File: src/rtl/spi_byte_slave_if.sv
// spi_byte_slave_if: byte handshake between the SPI slave front end and the command decoder
interface spi_byte_slave_if;
  logic [7:0] rx_data;
  logic       rx_first;
  logic       rx_valid;
  logic       rx_ready;
  logic       rx_overrun;
  logic       clr_overrun;
  logic [7:0] tx_data;
  logic       frame_active;
  logic       frame_end;
  modport slave (
    output rx_data, rx_first, rx_valid, rx_overrun, frame_active, frame_end,
    input  rx_ready, clr_overrun, tx_data
  );
  modport master (
    input  rx_data, rx_first, rx_valid, rx_overrun, frame_active, frame_end,
    output rx_ready, clr_overrun, tx_data
  );
endinterface

File: src/rtl/spi_byte_slave.sv
// spi_byte_slave: mode-0 SPI slave sampled in clk, MSB-first bytes into a one-deep holding register
module spi_byte_slave #(
  parameter int SYNC_STAGES = 2
) (
  input  logic clk,
  input  logic rst,
  input  logic spi_sck,
  input  logic spi_mosi,
  input  logic spi_cs,
  output logic spi_miso,
  spi_byte_slave_if.slave bus
);
  typedef enum logic {IDLE, SHIFT} state_t;
  logic [SYNC_STAGES-1:0] sck_sy, mosi_sy, cs_sy;
  logic                   sck_h, mosi_h, cs_h;
  logic                   sck_rise, sck_fall, cs_fall, cs_rise;
  logic [SYNC_STAGES:0]   fill;
  logic                   armed;
  state_t                 state;
  logic [2:0]             cnt;
  logic [6:0]             rx_sh;
  logic [7:0]             tx_sh;
  logic                   first;
  logic                   skip;
  logic [7:0]             rx_byte;
  assign rx_byte  = {rx_sh, mosi_h};
  assign spi_miso = bus.frame_active & tx_sh[7];
  // Strobes are registered so they line up with the mosi history flop.
  always_ff @(posedge clk) begin
    if (rst) begin
      sck_sy   <= '0;
      mosi_sy  <= '0;
      cs_sy    <= '1;
      sck_h    <= 1'b0;
      mosi_h   <= 1'b0;
      cs_h     <= 1'b1;
      sck_rise <= 1'b0;
      sck_fall <= 1'b0;
      cs_fall  <= 1'b0;
      cs_rise  <= 1'b0;
      fill     <= '0;
      armed    <= 1'b0;
    end else begin
      sck_sy   <= {sck_sy[SYNC_STAGES-2:0], spi_sck};
      mosi_sy  <= {mosi_sy[SYNC_STAGES-2:0], spi_mosi};
      cs_sy    <= {cs_sy[SYNC_STAGES-2:0], spi_cs};
      sck_h    <= sck_sy[SYNC_STAGES-1];
      mosi_h   <= mosi_sy[SYNC_STAGES-1];
      cs_h     <= cs_sy[SYNC_STAGES-1];
      sck_rise <= sck_sy[SYNC_STAGES-1] & ~sck_h;
      sck_fall <= ~sck_sy[SYNC_STAGES-1] & sck_h;
      cs_fall  <= ~cs_sy[SYNC_STAGES-1] & cs_h;
      cs_rise  <= cs_sy[SYNC_STAGES-1] & ~cs_h;
      fill     <= {fill[SYNC_STAGES-1:0], 1'b1};
      // A frame may only start once CS has been seen high after reset.
      armed    <= armed | (fill[SYNC_STAGES] & cs_h);
    end
  end
  always_ff @(posedge clk) begin
    if (rst) begin
      state            <= IDLE;
      cnt              <= '0;
      rx_sh            <= '0;
      tx_sh            <= '0;
      first            <= 1'b0;
      skip             <= 1'b0;
      bus.rx_data      <= '0;
      bus.rx_first     <= 1'b0;
      bus.rx_valid     <= 1'b0;
      bus.rx_overrun   <= 1'b0;
      bus.frame_active <= 1'b0;
      bus.frame_end    <= 1'b0;
    end else begin
      bus.frame_end <= 1'b0;
      if (bus.rx_valid & bus.rx_ready) bus.rx_valid <= 1'b0;
      if (bus.clr_overrun) bus.rx_overrun <= 1'b0;
      if (state == IDLE) begin
        if (cs_fall & armed) begin
          state            <= SHIFT;
          cnt              <= '0;
          tx_sh            <= bus.tx_data;
          first            <= 1'b1;
          skip             <= 1'b0;
          bus.frame_active <= 1'b1;
        end
      end else if (cs_rise) begin
        state            <= IDLE;
        cnt              <= '0;
        bus.frame_end    <= 1'b1;
        bus.frame_active <= 1'b0;
      end else begin
        if (sck_rise) begin
          rx_sh <= rx_byte[6:0];
          cnt   <= cnt + 3'd1;
          if (cnt == 3'd7) begin
            first <= 1'b0;
            skip  <= 1'b1;
            tx_sh <= bus.tx_data;
            if (~bus.rx_valid | bus.rx_ready) begin
              bus.rx_data  <= rx_byte;
              bus.rx_first <= first;
              bus.rx_valid <= 1'b1;
            end else begin
              bus.rx_overrun <= 1'b1;
            end
          end
        end
        if (sck_fall) begin
          skip  <= 1'b0;
          tx_sh <= skip ? tx_sh : {tx_sh[6:0], 1'b0};
        end
      end
    end
  end
endmodule

File: src/flat_wrapper.sv
// flat-port wrapper written by rule: the top's interface ports become plain ports
module spi_byte_slave_flat 
#(
  parameter int SYNC_STAGES = 2
)
  (clk, rst, spi_sck, spi_mosi, spi_cs, spi_miso, bus_rx_data, bus_rx_first, bus_rx_valid, bus_rx_overrun, bus_frame_active, bus_frame_end, bus_rx_ready, bus_clr_overrun, bus_tx_data);
  spi_byte_slave_if bus_i ();
  input  logic clk;
  input  logic rst;
  input  logic spi_sck;
  input  logic spi_mosi;
  input  logic spi_cs;
  output logic spi_miso;
  output wire logic [$bits(bus_i.rx_data)-1:0] bus_rx_data;
  output wire logic [$bits(bus_i.rx_first)-1:0] bus_rx_first;
  output wire logic [$bits(bus_i.rx_valid)-1:0] bus_rx_valid;
  output wire logic [$bits(bus_i.rx_overrun)-1:0] bus_rx_overrun;
  output wire logic [$bits(bus_i.frame_active)-1:0] bus_frame_active;
  output wire logic [$bits(bus_i.frame_end)-1:0] bus_frame_end;
  input wire logic [$bits(bus_i.rx_ready)-1:0] bus_rx_ready;
  input wire logic [$bits(bus_i.clr_overrun)-1:0] bus_clr_overrun;
  input wire logic [$bits(bus_i.tx_data)-1:0] bus_tx_data;
  assign bus_rx_data = bus_i.rx_data;
  assign bus_rx_first = bus_i.rx_first;
  assign bus_rx_valid = bus_i.rx_valid;
  assign bus_rx_overrun = bus_i.rx_overrun;
  assign bus_frame_active = bus_i.frame_active;
  assign bus_frame_end = bus_i.frame_end;
  assign bus_i.rx_ready = bus_rx_ready;
  assign bus_i.clr_overrun = bus_clr_overrun;
  assign bus_i.tx_data = bus_tx_data;
  spi_byte_slave #(.SYNC_STAGES(SYNC_STAGES)) u_core (.clk(clk), .rst(rst), .spi_sck(spi_sck), .spi_mosi(spi_mosi), .spi_cs(spi_cs), .spi_miso(spi_miso), .bus(bus_i));
endmodule
File: config.mk
export PLATFORM = sky130hd
export DESIGN_NAME = spi_byte_slave_flat
export DESIGN_NICKNAME = d
export VERILOG_FILES = /design/src/rtl/spi_byte_slave_if.sv /design/src/rtl/spi_byte_slave.sv /design/src/flat_wrapper.sv
export SDC_FILE = /design/constraint.sdc
export NUM_CORES = 1
export LEC_CHECK = 0
export ABC_AREA = 1
export CAP_MARGIN = 20
export CORE_ASPECT_RATIO = 1.25
export CORE_MARGIN = 2
export CORE_UTILIZATION = 51
export CTS_BUF_LIST = sky130_fd_sc_hd__clkbuf_4
export DETAILED_ROUTE_END_ITERATION = 7
export HOLD_SLACK_MARGIN = 0.15
export PLACE_DENSITY = 0.84
export SLEW_MARGIN = 20
export SYNTH_ARGS = -nofsm -noshare
export SYNTH_HDL_FRONTEND = slang
export SYNTH_SLANG_ARGS = --single-unit
File: constraint.sdc
create_clock -name clk -period 2.2 [get_ports clk]
set_clock_uncertainty 0.05 [all_clocks]
set_input_delay 0.66 -clock clk [delete_from_list [all_inputs] [get_ports clk]]
set_output_delay 0.66 -clock clk [all_outputs]
set_load 0.05 [all_outputs]
==> impl_metrics.py, run 1 <==
metrics = {
    "status": {
        "status": "completed",
    },
    "route": {
        "dr.pass1.iters": 4,
        "antenna_left": 0,
        "wire_per_inst_um": 9.79,
        "drc": 0,
        "wl_um": 3070,
        "vias": 1475,
        "routed_via_density": 4.70,
        "drtIter0Drc": 51,
    },
    "synthesis": {
        "syn_nets": 260,
        "synth-simple-area-share_pct": 27.1,
        "synth-seq-area-share_pct": 54.3,
        "synth_top_area_cell": "dfxtp_1",
        "synthCells": 243,
        "yosysWarnings": 0,
        "synth.most_common_cell": "nand2_1",
        "ys_ff_latch": 51,
        "async_reset_ff_share_pct": 0,
        "synth_mux_area_share_pct": 0,
        "synth_top_family_by_area": "simple AND/OR/NAND/NOR gates",
        "synth_fa_ha_area_share_pct": 1.33,
        "synthXorXnorAreaFrac_pct": 0,
        "yosys-top-cells-count": "nand2_1, dfxtp_1, nor2_1",
        "synth_edf_count": 0,
        "synth-compound-area-share_pct": 9.18,
        "ys_top_cells_by_area": "dfxtp_1, nand2_1, nor2_1, inv_1, o21ai_0",
        "syn_area_um2": 1880,
        "ys_types": 23,
        "synthFlopType": "dfxtp_1",
        "syn_area_per_cell_um2": 7.74,
        "synth_top_area_share_pct": 54.3,
    },
    "die": {
        "boundaryPins": 29,
        "dieArea_um2": 4190,
        "die_w_um": 58.3,
        "rows": 24,
        "start_util_pct": 53.5,
        "die_h_um": 71.9,
        "core_area_um2": 3510,
    },
    "min_path": {
        "holdPathStages": 2,
        "worstHoldStart": "u_core.sck_sy[0]",
        "hold_path.class": "reg2reg",
        "whs_endpoint": "u_core.sck_sy[1]",
    },
    "run": {
        "maxCapViolations": 0,
    },
    "critical_path": {
        "crit_required_ns": 1.49,
        "r2r-start": "u_core.cnt[0]",
        "cp_max_fo": 2,
        "criticalPathCategory": "reg2out",
        "critPathMaxStageDelay_ns": 0.53,
        "cp_num_buf_inv": 1,
        "crit_path_end_kind": "output port",
        "critPathTopFamily": "buffers and inverters",
        "slowest_stage": "dlygate4sd2_1",
        "r2r_end": "u_core.bus.rx_data[7]",
        "path_cells": "dlygate4sd2_1",
        "cp-start-kind": "register",
        "worst_ep_arrival_time_ns": 1.27,
        "r2r_slack_ns": 0.78,
        "reg2regPathDepth": 7,
    },
    "sta": {
        "slew_headroom_pct": 67.5,
        "tns_ns": 0,
        "layout_worst_path_cycle_share_pct": 90.1,
        "setup_ws_ns": 0.218,
        "max_freq_ghz": 0.504,
        "hold_viol": 0,
        "tightestPinTransition_ns": 0.489,
        "drv_slew": 0,
        "fin_crit_ns": 1.98,
        "setup-violations-final": 0,
        "rsz0062_at_grt": "false",
    },
    "cts": {
        "cts_tree": "built",
        "holdBufCountCts": 0,
        "cts-root-buf": "clkbuf_4",
        "cts_made_buffers": 5,
        "cts_max_level": 2,
        "cts_buffer_depth": 2,
        "post-cts-setup-buffers": 0,
        "cts_sinks": 51,
        "clock_latency_ns": 0.38,
        "clk_pin_slew_ns": 0.16,
    },
    "place": {
        "dp_hpwl_um": 2170,
        "pre_cts_ws_ns": 0.358,
        "gp_congestion": 0.825,
        "portBuffers": 28,
    },
    "global_routing": {
        "grtUsageTotal_pct": 16.9,
        "antenna_found_initial": 0,
        "grt_pass1_vias": 1300,
        "grt_pass1_wl_um": 5380,
        "grt.overflow.total": 0,
        "grt_max_degree": 22,
    },
    "layout": {
        "area_delta_synth_final_pct": 19.3,
        "nNetsFinal": 291,
        "n_antenna_cell": 0,
        "layout-drive-gt1-share_pct": 10.5,
        "fillers": 336,
    },
    "pwr": {
        "p_per_area_nw_per_um2": 665,
        "leakage_nw": 1.01,
        "max-vdd-ir-drop_v": 0.000606,
    },
}
metrics by stage:
step / hold WS (ns) / std cells / cell area [µm²] / power (mW) / utilization [%]
after floorplan: 0.338 / 243 / 1880 / 1.00 / -
after global placement: 0.340 / 306 / 2190 / 1.04 / 62.2
after detailed placement: 0.345 / 306 / 2190 / 1.04 / 62.2
after CTS: 0.367 / 314 / 2240 / 1.51 / 63.9
after global routing: 0.385 / 314 / 2240 / 1.55 / 63.9
final: 0.364 / 314 / 2240 / 1.49 / 63.9
state kept, by name (all words and copies together), names as in the netlist, 2 cells and up:
register and cells:
u_core.bus.rx_data 8, u_core.sck_sy 2, u_core.rx_sh 7, u_core.cnt 3, u_core.cs_sy 2, u_core.mosi_sy 2, u_core.tx_sh 8, u_core.fill 3
where the power goes:
| group | total (mW) | leakage, nW | switching, mW | internal, mW |
|---|---|---|---|---|
| clock | 0.474 | 0.0396 | 0.329 | 0.145 |
| sequential | 0.945 | 0.414 | 0.00610 | 0.939 |
| combinational | 0.0714 | 0.553 | 0.0331 | 0.0383 |
final cells by class:
type	instances	area [µm²]	share of cell area, %
clock buffer	5	37.5	1.67
clock inverter	3	31.3	1.39
inverter	30	118	5.24
sequential	51	1020	45.5
multi-input combinational	155	708	31.6
timing repair buffer	31	279	12.4
tap	39	48.8	2.18
tightest hold or removal path: stages, from the launching register on:
cell and delay [ns]:
dfxtp_1 0.33, inv_1 0.04, nor2_1 0.03
how the worst max path moves through the flow:
stage	from	to	slack, ns	depth (start not counted)
5_1_grt	u_core.bus.rx_data[3]	bus_rx_data[3]	0.13	1
6_report	u_core.bus.rx_data[3]	bus_rx_data[3]	0.22	1
2_1_floorplan	u_core.bus.frame_active	spi_miso	0.45	2
3_3_place_gp	u_core.bus.rx_data[7]	bus_rx_data[7]	0.39	1
3_5_place_dp	u_core.bus.rx_data[3]	bus_rx_data[3]	0.36	1
4_1_cts	u_core.bus.rx_data[3]	bus_rx_data[3]	0.19	1
logic make-up after synthesis:
logic type,count (synthesis)
adder cells (fa/ha/maj),2
flip-flops,51
buffers and inverters,37
AND/OR/NAND/NOR,119
AO/OA/AOI/OAI,34
per-layer routing:
layer	vias to the layer above	global-route usage [%]	share of wire [%]
li1	802	-	-
met1	643	18.6	42
met2	25	28.6	52
met3	5	6.06	4.2
met4	0	8.01	1.9
met5	-	0	0
cell usage in the layout, fill, tap and decap left out:
master and instances:
buf_4 8, inv_1 27, inv_2 1, nand3_2 2
or2_2 2, nand3b_1 1, nand2_4 1, clkdlybuf4s50_1 14
clkbuf_4 5, clkinv_1 1, dfxtp_1 51, inv_6 1
nor2_2 1, inv_8 2, nor2_4 1, clkinv_4 1
nand2_2 3, nand3_4 1, nand2_1 54, o21ai_0 18
a22oi_1 1, nand3_1 1, nor3_1 2, dlygate4sd2_1 9
nor2_1 50, ha_1 2, a21oi_1 15
what timing repair did:
item / in CTS / in global routing
hold endpoints to repair: 0 / 0
endpoints found under the setup margin: 9 / 0
gates resized for setup: 9 / 0
Power figures use the tool's default switching activity.
==> run 2: changes to the inputs <==
--- a/config.mk
+++ b/config.mk
@@ -6,14 +6,14 @@
 export NUM_CORES = 1
 export LEC_CHECK = 0
 export ABC_AREA = 1
-export CAP_MARGIN = 20
+export CAP_MARGIN = 15
 export CORE_ASPECT_RATIO = 1.25
 export CORE_MARGIN = 2
-export CORE_UTILIZATION = 51
+export CORE_UTILIZATION = 56
 export CTS_BUF_LIST = sky130_fd_sc_hd__clkbuf_4
 export DETAILED_ROUTE_END_ITERATION = 7
 export HOLD_SLACK_MARGIN = 0.15
-export PLACE_DENSITY = 0.84
+export PLACE_DENSITY = 0.91
 export SLEW_MARGIN = 20
 export SYNTH_ARGS = -nofsm -noshare
 export SYNTH_HDL_FRONTEND = slang
==> constraint.sdc (replaced) <==
create_clock -name clk -period 2.4 [get_ports clk]
set_clock_uncertainty 0.05 [all_clocks]
set_input_delay 0.72 -clock clk [delete_from_list [all_inputs] [get_ports clk]]
set_output_delay 0.72 -clock clk [all_outputs]
set_load 0.05 [all_outputs]
==> run 2 against run 1 <==
Against the previous run:
- utilization grew 6.7 points
- non-clock buffer count stayed put
- final cell count is 0.64% lower
- sequential power is 8.4% lower
- cell area up 1.4%
- routed wire length grew 0.62%
- power down 6.6%
- critical path type unchanged
- largest power group unchanged
- highest routed layer unchanged
==> impl_metrics.py, run 2 (synthesis gave the netlist of run 1 again) <==
metrics = {
    "cts": {
        "cts-root-buf": "clkbuf_4",
        "post-cts-setup-buffers": 0,
        "cts_buffer_depth": 2,
        "cts_made_buffers": 5,
        "clock_latency_ns": 0.35,
        "cts_sinks": 51,
        "cts_max_level": 2,
        "cts_resized": 0,
        "cts_tree": "built",
        "holdBufCountCts": 0,
        "clk_pin_slew_ns": 0.13,
    },
    "critical_path": {
        "slowest_stage": "clkdlybuf4s50_1",
        "crit_required_ns": 1.63,
        "cp-start-kind": "register",
        "crit_path_end_kind": "output port",
        "critPathMaxStageDelay_ns": 0.81,
        "worst_ep_arrival_time_ns": 1.54,
        "cp_max_fo": 3,
        "path_cells": "clkdlybuf4s50_1",
        "criticalPathCategory": "reg2out",
        "critPathTopFamily": "buffers and inverters",
        "cp_num_buf_inv": 1,
    },
    "layout": {
        "nNetsFinal": 291,
        "post-route-util_pct": 70.6,
        "n_antenna_cell": 0,
        "multi_input_area_um2": 708,
        "area_delta_synth_final_pct": 21.0,
        "finalInstanceArea_um2": 2270,
        "reg.largest.list": "u_core.bus.rx_data (8), u_core.tx_sh (8), u_core.rx_sh (7)",
        "layout-drive-gt1-share_pct": 8.36,
        "final_cell_mix": "nand2_1, dfxtp_1, nor2_1",
        "seqCellArea_um2": 1020,
        "fin_cells": 312,
        "fillers": 270,
        "final_common_cell": "nand2_1",
    },
    "pwr": {
        "leakage_nw": 0.974,
        "total_power_mw": 1.39,
        "max-vdd-ir-drop_v": 0.000524,
        "p_per_area_nw_per_um2": 612,
    },
    "place": {
        "pre_cts_ws_ns": 0.411,
        "portBuffers": 28,
        "gp_congestion": 0.731,
        "dp_hpwl_um": 2320,
        "dpl-instance-area_um2": 2200,
        "place_inst": 304,
    },
    "sta": {
        "hold_viol": 0,
        "holdWs_ns": 0.361,
        "tns_ns": 0,
        "slew_headroom_pct": 66.7,
        "setup-violations-final": 0,
        "drv_slew": 0,
        "tightestPinTransition_ns": 0.498,
        "rsz0062_at_grt": "false",
        "setup_ws_ns": 0.0881,
        "fin_crit_ns": 2.31,
        "layout_worst_path_cycle_share_pct": 96.3,
        "max_freq_ghz": 0.433,
    },
    "global_routing": {
        "grtUsageTotal_pct": 18.1,
        "grt_max_degree": 22,
        "grt.overflow.total": 0,
        "grt_pass1_wl_um": 5420,
        "antenna_found_initial": 0,
        "grt_pass1_vias": 1389,
    },
    "die": {
        "rows": 23,
        "die_w_um": 55.8,
        "die_h_um": 68.8,
        "dieArea_um2": 3840,
        "boundaryPins": 29,
        "core_area_um2": 3220,
        "start_util_pct": 58.3,
    },
    "status": {
        "status": "completed",
    },
    "min_path": {
        "hold_path.class": "reg2reg",
    },
    "run": {
        "maxCapViolations": 0,
    },
    "route": {
        "vias": 1490,
        "routed_via_density": 4.78,
        "wl_um": 3090,
        "drtIter0Drc": 26,
        "drc": 0,
        "dr.pass1.iters": 4,
        "antenna_left": 0,
        "wire_per_inst_um": 9.91,
    },
}
-- run 2: path summary, 6_finish.rpt --
kind	slack (ns)	end	from	depth (start not counted)
max	0.09	bus_frame_active	u_core.bus.frame_active	1
min	0.36	u_core.mosi_h	u_core.mosi_sy[1]	2
min reg2reg	0.36	u_core.mosi_h	u_core.mosi_sy[1]	2
max reg2reg	0.97	u_core.tx_sh[6]	u_core.cnt[0]	8
-- run 2: metal layers --
metal	vias to the layer above	part of all wire (%)	track usage, %
met2	27	54	37.4
li1	807	-	-
met3	8	3.7	3.92
met4	0	1.4	7.14
met1	648	40	17.7
met5	-	0	0
-- run 2: layout make-up --
type	instances	area share [%]
clock buffer	5	1.65
multi-input combinational	155	31.1
tap	37	2.04
timing repair buffer	31	13.4
sequential	51	44.9
clock inverter	3	1.71
inverter	30	5.17
-- run 2: report_power, final --
group | switching, mW | internal (mW) | total (mW) | leakage (nW)
sequential | 0.00568 | 0.860 | 0.866 | 0.414
clock | 0.246 | 0.215 | 0.460 | 0.0426
combinational | 0.0310 | 0.0352 | 0.0661 | 0.518
-- run 2: tightest hold or removal path, stage by stage, from the launching register on --
cell and delay, ns:
dfxtp_1 0.32, inv_1 0.04, nor2_1 0.03
